[src/rtl/i2c_slave_responder_if.sv]
// I2C pad bundle between a bus master (or bench) and the target responder.
// The slave samples the resolved SCL/SDA levels and returns an open-drain SDA drive.
interface i2c_slave_responder_if;
  logic scl_pad_i;
  logic sda_pad_i;
  logic sda_pad_o;
  logic sda_padoen_o;

  modport slave  (input scl_pad_i, sda_pad_i, output sda_pad_o, sda_padoen_o);
  modport master (output scl_pad_i, sda_pad_i, input sda_pad_o, sda_padoen_o);
endinterface

[src/rtl/i2c_slave_responder.sv]
// I2C target: oversampled SCL/SDA, START/STOP decode, 7-bit address match and an
// auto-incrementing NUM_REGS x 8 register file (pointer write, data write, data read).
module i2c_slave_responder #(
  parameter logic [6:0] SLAVE_ADDR  = 7'h50,
  parameter int         NUM_REGS    = 16,
  parameter int         SYNC_STAGES = 2
) (
  input  logic                        pclk,
  input  logic                        s_reset,
  i2c_slave_responder_if.slave        bus,
  output logic                        start_det,
  output logic                        stop_det,
  output logic                        busy,
  output logic                        reg_wr_en,
  output logic [$clog2(NUM_REGS)-1:0] reg_wr_addr,
  output logic [7:0]                  reg_wr_data
);
  localparam int AW = $clog2(NUM_REGS);

  typedef enum logic [2:0] {
    IDLE, ADDR, ADDR_ACK, PTR, WDATA, RDATA, WAIT_STOP
  } state_t;

  logic [SYNC_STAGES-1:0] r_scl_sync, r_sda_sync;
  logic                   r_scl_q, r_sda_q;
  state_t                 r_state, w_state_nx;
  logic [3:0]             r_cnt, w_cnt_nx;
  logic [6:0]             r_shift, w_shift_nx;
  logic [7:0]             r_tx, w_tx_nx;
  logic                   r_oen, w_oen_nx;
  logic                   r_rw, w_rw_nx;
  logic [AW-1:0]          r_ptr, w_ptr_nx;
  logic                   r_busy;
  logic                   r_start_det, r_stop_det, r_wr_en;
  logic [AW-1:0]          r_wr_addr;
  logic [7:0]             r_wr_data;
  logic [7:0]             r_regs [NUM_REGS];

  logic       w_scl_s, w_sda_s;
  logic       w_start, w_stop, w_rise, w_fall;
  logic [7:0] w_byte;
  logic [7:0] w_rd_byte;
  logic       w_wr_en;

  assign w_scl_s   = r_scl_sync[SYNC_STAGES-1];
  assign w_sda_s   = r_sda_sync[SYNC_STAGES-1];
  assign w_start   = w_scl_s & r_scl_q & r_sda_q & ~w_sda_s;
  assign w_stop    = w_scl_s & r_scl_q & ~r_sda_q & w_sda_s;
  assign w_rise    = w_scl_s & ~r_scl_q;
  assign w_fall    = ~w_scl_s & r_scl_q;
  assign w_byte    = {r_shift, w_sda_s};
  assign w_rd_byte = r_regs[r_ptr];

  // r_cnt counts SCL rises in a 9-clock frame: 8 = byte done (ACK slot), 9 = ACK clock seen.
  always_comb begin
    w_state_nx = r_state;
    w_cnt_nx   = r_cnt;
    w_shift_nx = r_shift;
    w_tx_nx    = r_tx;
    w_oen_nx   = r_oen;
    w_rw_nx    = r_rw;
    w_ptr_nx   = r_ptr;
    w_wr_en    = 1'b0;
    if (w_stop) begin
      w_state_nx = IDLE;
      w_cnt_nx   = 4'd0;
      w_oen_nx   = 1'b1;
    end else if (w_start) begin
      w_state_nx = ADDR;
      w_cnt_nx   = 4'd0;
      w_oen_nx   = 1'b1;
    end else begin
      case (r_state)
        ADDR: begin
          if (w_rise) begin
            w_shift_nx = w_byte[6:0];
            w_cnt_nx   = r_cnt + 4'd1;
            if (r_cnt == 4'd7) begin
              if (w_byte[7:1] == SLAVE_ADDR) begin
                w_state_nx = ADDR_ACK;
                w_rw_nx    = w_byte[0];
              end else begin
                w_state_nx = WAIT_STOP;
              end
            end
          end
        end
        ADDR_ACK, PTR, WDATA: begin
          if (r_cnt < 4'd8) begin
            if (w_rise) begin
              w_shift_nx = w_byte[6:0];
              w_cnt_nx   = r_cnt + 4'd1;
              if (r_cnt == 4'd7) begin
                if (r_state == PTR) begin
                  w_ptr_nx = w_byte[AW-1:0];
                end else begin
                  w_wr_en  = 1'b1;
                  w_ptr_nx = r_ptr + 1'b1;
                end
              end
            end
          end else if (r_cnt == 4'd8) begin
            if (w_fall) w_oen_nx = 1'b0;
            if (w_rise) w_cnt_nx = 4'd9;
          end else if (w_fall) begin
            w_cnt_nx = 4'd0;
            w_oen_nx = 1'b1;
            if (r_state == ADDR_ACK) begin
              if (r_rw) begin
                w_state_nx = RDATA;
                w_tx_nx    = w_rd_byte;
                w_oen_nx   = w_rd_byte[7];
              end else begin
                w_state_nx = PTR;
              end
            end else begin
              w_state_nx = WDATA;
            end
          end
        end
        RDATA: begin
          if (r_cnt < 4'd8) begin
            if (w_rise) w_cnt_nx = r_cnt + 4'd1;
            if (w_fall && r_cnt != 4'd0) begin
              w_tx_nx  = {r_tx[6:0], 1'b0};
              w_oen_nx = r_tx[6];
            end
          end else if (r_cnt == 4'd8) begin
            if (w_fall) w_oen_nx = 1'b1;
            if (w_rise) begin
              if (w_sda_s) begin
                w_state_nx = WAIT_STOP;
                w_cnt_nx   = 4'd0;
              end else begin
                w_ptr_nx = r_ptr + 1'b1;
                w_cnt_nx = 4'd9;
              end
            end
          end else if (w_fall) begin
            w_cnt_nx = 4'd0;
            w_tx_nx  = w_rd_byte;
            w_oen_nx = w_rd_byte[7];
          end
        end
        default: ;
      endcase
    end
  end

  always_ff @(posedge pclk) begin
    if (s_reset) begin
      r_scl_sync  <= '1;
      r_sda_sync  <= '1;
      r_scl_q     <= 1'b1;
      r_sda_q     <= 1'b1;
      r_state     <= IDLE;
      r_cnt       <= 4'd0;
      r_shift     <= '0;
      r_tx        <= '0;
      r_oen       <= 1'b1;
      r_rw        <= 1'b0;
      r_ptr       <= '0;
      r_busy      <= 1'b0;
      r_start_det <= 1'b0;
      r_stop_det  <= 1'b0;
      r_wr_en     <= 1'b0;
      r_wr_addr   <= '0;
      r_wr_data   <= '0;
      for (int i = 0; i < NUM_REGS; i++) r_regs[i] <= '0;
    end else begin
      r_scl_sync  <= {r_scl_sync[SYNC_STAGES-2:0], bus.scl_pad_i};
      r_sda_sync  <= {r_sda_sync[SYNC_STAGES-2:0], bus.sda_pad_i};
      r_scl_q     <= w_scl_s;
      r_sda_q     <= w_sda_s;
      r_state     <= w_state_nx;
      r_cnt       <= w_cnt_nx;
      r_shift     <= w_shift_nx;
      r_tx        <= w_tx_nx;
      r_oen       <= w_oen_nx;
      r_rw        <= w_rw_nx;
      r_ptr       <= w_ptr_nx;
      r_start_det <= w_start & ~w_stop;
      r_stop_det  <= w_stop;
      r_wr_en     <= w_wr_en;
      if (w_stop)       r_busy <= 1'b0;
      else if (w_start) r_busy <= 1'b1;
      if (w_wr_en) begin
        r_wr_addr      <= r_ptr;
        r_wr_data      <= w_byte;
        r_regs[r_ptr]  <= w_byte;
      end
    end
  end

  assign bus.sda_pad_o    = 1'b0;
  assign bus.sda_padoen_o = r_oen;
  assign start_det        = r_start_det;
  assign stop_det         = r_stop_det;
  assign busy             = r_busy;
  assign reg_wr_en        = r_wr_en;
  assign reg_wr_addr      = r_wr_addr;
  assign reg_wr_data      = r_wr_data;
endmodule

[src/flat_wrapper.sv]
// flat-port wrapper written by rule: the top's interface ports become plain ports
module i2c_slave_responder_flat 
#(
  parameter logic [6:0] SLAVE_ADDR  = 7'h50,
  parameter int         NUM_REGS    = 16,
  parameter int         SYNC_STAGES = 2
)
  (pclk, s_reset, start_det, stop_det, busy, reg_wr_en, reg_wr_addr, reg_wr_data, bus_scl_pad_i, bus_sda_pad_i, bus_sda_pad_o, bus_sda_padoen_o);
  i2c_slave_responder_if bus_i ();
  input  logic pclk;
  input  logic s_reset;
  output logic start_det;
  output logic stop_det;
  output logic busy;
  output logic reg_wr_en;
  output logic [$clog2(NUM_REGS)-1:0] reg_wr_addr;
  output logic [7:0] reg_wr_data;
  input wire logic [$bits(bus_i.scl_pad_i)-1:0] bus_scl_pad_i;
  input wire logic [$bits(bus_i.sda_pad_i)-1:0] bus_sda_pad_i;
  output wire logic [$bits(bus_i.sda_pad_o)-1:0] bus_sda_pad_o;
  output wire logic [$bits(bus_i.sda_padoen_o)-1:0] bus_sda_padoen_o;
  assign bus_i.scl_pad_i = bus_scl_pad_i;
  assign bus_i.sda_pad_i = bus_sda_pad_i;
  assign bus_sda_pad_o = bus_i.sda_pad_o;
  assign bus_sda_padoen_o = bus_i.sda_padoen_o;
  i2c_slave_responder #(.SLAVE_ADDR(SLAVE_ADDR), .NUM_REGS(NUM_REGS), .SYNC_STAGES(SYNC_STAGES)) u_core (.pclk(pclk), .s_reset(s_reset), .bus(bus_i), .start_det(start_det), .stop_det(stop_det), .busy(busy), .reg_wr_en(reg_wr_en), .reg_wr_addr(reg_wr_addr), .reg_wr_data(reg_wr_data));
endmodule
[config.mk]
export PLATFORM = sky130hd
export DESIGN_NAME = i2c_slave_responder_flat
export DESIGN_NICKNAME = d
export VERILOG_FILES = /design/src/rtl/i2c_slave_responder_if.sv /design/src/rtl/i2c_slave_responder.sv /design/src/flat_wrapper.sv
export SDC_FILE = /design/constraint.sdc
export NUM_CORES = 1
export LEC_CHECK = 0
export CORE_MARGIN = 8
export CORE_UTILIZATION = 49
export DETAILED_ROUTE_END_ITERATION = 7
export PLACE_DENSITY_LB_ADDON = 0.08
export SETUP_SLACK_MARGIN = 0.2
export SYNTH_ARGS = -nofsm -noshare
export SYNTH_HDL_FRONTEND = slang
export SYNTH_SLANG_ARGS = --single-unit
[constraint.sdc]
create_clock -name pclk -period 6.8 [get_ports pclk]
set_input_delay 1.7 -clock pclk [delete_from_list [all_inputs] [get_ports pclk]]
set_output_delay 1.7 -clock pclk [all_outputs]
set_load 0.01 [all_outputs]
==> results.cfg <==
[outcome]
status = complete, no violations

[clock_tree]
postCtsResizedCells = 0
clock_latency_ns = 0.44
clock-root-buffer = clkbuf_16
cts_buffers = 17
cts_hold_buf = 0
cts_max_path_buffers = 2
clock-sinks = 181
cts_tree = yes
postCtsSetupBuffers = 0
clk_pin_slew_worst_paths_ns = 0.07
h-tree-depth = 4

[worst_setup_path]
startpoint_type = input pin
cp.required_ns = 6.86
r2r_start = u_core.r_state[2]$_SDFFE_PP0P_
ff2ff_setup_slack_ns = 3.30
worstRegToRegCells = 4
cp-end-kind = register
r2r_end = u_core.r_regs[3][6]$_SDFFCE_PN0P_
crit_fanout = 37
cp_data_arrival_time_ns = 4.23
critical_path_class = in2reg

[placement]
place_congestion = 0.8399
placed_area_um2 = 8850
port_buffers = 20
hpwl_mm = 13.73

[yosys]
yosys.area_share.simple = 0.1874
synth.area.mux_share = 0.1153
ys_top_cells_by_count = 131 x and2_1, 128 x edfxtp_1, 53 x dfxtp_1, 42 x nand2_1, 41 x clkbuf_1
synth_compound_area_frac = 0.07554
yosysTopAreaCellShare = 0.4541
async_reset_ff_frac = 0
synth_area_um2 = 8464
synth_largest_area_cell = edfxtp_1
synth_edf_count = 128
ys_ff_latch = 181
ys_types = 60
syn_inst = 689
ys.warnings.count = 0
yosysMostFrequentCell = and2_1
syn_nets = 699
synth_top_family_by_area = simple AND/OR/NAND/NOR gates
synth_area_per_cell_um2 = 12.29
synth_area_leaders = edfxtp_1 45%, dfxtp_1 13%, and2_1 9.7%
ys_seq_area_frac = 0.5795
synth_fa_ha_area_frac = 0.008869
synth_xor_area_frac = 0.004139
ys.flop_type = edfxtp_1

[timing]
finalCritPeriodShare = 0.6141
slew_viol_final = 0
hold_viol_final = 0
fin_tns_setup_ns = 0
worstMarginPinSlew_ns = 1.119
rsz0062_at_grt = no
hold-worst-slack_ns = 0.4080
max_slew_margin = 0.2459
skew_ns = 0.009321
max_freq_ghz = 0.2395
post-route-min-period_ns = 4.176
setup_viol = 0

[grt]
antenna_found_initial = 0
grt_first_pass_wirelength_mm = 30.82
grt_overflow = 0
grt_max_degree = 38
grt_pass1_vias = 5087
global_route.usage.total = 0.1908

[flow_run]
maxCapViolCount = 0

[floorplanning]
io_pins = 22
initial_core_util = 0.4945
rows = 48
die-area_um2 = 21740
core_um2 = 17120
dieHeight_um = 147.4
die_w_um = 147.4

[power_and_ir_drop]
max-vdd-ir-drop_mv = 0.1894
p_per_area_nw_per_um2 = 244.7
leakage_nw = 3.194
power_mw = 2.312

[drt]
drc = 0
wl_per_cell_um = 21.66
via_per_inst = 5.721
drt_pre_antenna_iters = 5
wl_mm = 20.16
vias = 5326
drt_iter0_markers = 550
drtAntennaViolNets = 0

[final_layout]
layout-drive-gt1-share = 0.1473
syn2layout_area_growth_pct = 11.66
fin_area_um2 = 9452
antennaDiodeCount = 0
final_nets = 703
final_util = 0.5522

[worst_hold_path]
holdCritPathClass = reg2reg
whs_endpoint = u_core.r_scl_sync[1]$_SDFF_PP1_
min_path_cells = 1
hold_start = u_core.r_scl_sync[0]$_SDFF_PP1_
==> where the power goes <==
| part | internal, mW | leakage, nW | switching [mW] |
|---|---|---|---|
| clock network | 0.548 | 0.301 | 0.445 |
| logic | 0.0303 | 1.25 | 0.0472 |
| registers | 1.22 | 1.64 | 0.0234 |
==> sequential cells by signal, indices dropped and copies added (netlist names), 2 cells and up, named ones only <==
register and cells:
u_core.r_scl_sync 2, u_core.r_regs 128, u_core.r_ptr 4, u_core.r_state 3, u_core.r_shift 7, u_core.r_sda_sync 2
u_core.reg_wr_addr 4, u_core.r_cnt 4, u_core.r_tx 7, u_core.reg_wr_data 8
==> cell usage in the layout, fill, tap and decap left out, drive strengths merged, types with 2 or more instances in the layout <==
cell           synthesis  layout
dfxtp                 53      53
o21a                   2       2
o211ai                 2       2
a31oi                  5       5
buf                    8      14
nand2                 42      42
or4                    2       2
and3b                  2       2
nand4b                 2       2
mux2i                 21      21
nor2                  43      43
o22ai                  2       2
a21o                   3       3
clkbuf                41      19
mux2                   6       6
nor3                   8       8
a211oi                 6       6
a32oi                  2       2
mux4                  31      31
or3                    2       2
and3                   2       2
clkdlybuf4s50          0      20
o31ai                  2       2
nor2b                  5       5
a311oi                 2       2
and2                 131     131
or2                   11      11
nand3b                 5       5
xnor2                  2       2
xor2                   2       2
o32ai                  7       7
nand2b                 9       9
ha                     6       6
edfxtp               128     128
inv                   11      18
o21ai                 28      28
clkinv                 0       5
nand3                  8       8
a21oi                 30      30
==> kinds of logic after synthesis <==
family | count (synthesis)
AND/OR/NAND/NOR | 278
adder cells (fa/ha/maj) | 6
AO/OA/AOI/OAI | 101
XOR/XNOR | 4
multiplexers | 58
other | 1
flip-flops | 181
buffers and inverters | 60
==> how the worst max path moves through the flow <==
stage / start / endpoint / slack, ns
after floorplan: s_reset / u_core.r_regs[10][0]$_SDFFCE_PN0P_ / 3.55
after global placement: s_reset / u_core.r_regs[6][1]$_SDFFCE_PN0P_ / 2.24
after detailed placement: s_reset / u_core.r_regs[2][1]$_SDFFCE_PN0P_ / 2.11
after CTS: s_reset / u_core.r_regs[2][6]$_SDFFCE_PN0P_ / 2.60
after global routing: s_reset / u_core.r_regs[8][0]$_SDFFCE_PN0P_ / 2.42
final: s_reset / u_core.r_regs[8][1]$_SDFFCE_PN0P_ / 2.62
==> area by class of cell <==
| type | instances | area (um2) |
|---|---|---|
| multi-input combinational | 448 | 3316 |
| tap | 225 | 281.5 |
| inverter | 11 | 41.29 |
| timing repair buffer | 34 | 305.3 |
| clock inverter | 13 | 137.6 |
| clock buffer | 19 | 464.2 |
| fill | 1456 | 7665 |
| sequential | 181 | 4906 |
==> per-stage QoR <==
step                      cells  worst slack (ns)
final                       931             2.624
after global routing        931             2.417
after CTS                   931             2.604
after detailed placement    899             2.107
after global placement      899             2.237
after floorplan             689             3.549
==> routing by layer <==
layer,vias up,part of all wire,track usage
met5,-,0,0
met4,0,0.012,0.05762
met3,23,0.051,0.03821
met1,2657,0.45,0.2601
li1,2495,-,-
met2,151,0.48,0.3025
==> critical path, stage by stage <==
cell and delay, ns:
clkdlybuf4s50_1 0.39, buf_4 0.25, inv_1 0.41, buf_4 0.29, nand2_1 0.23, o21ai_0 0.94
(Power assumes the default switching activity.)
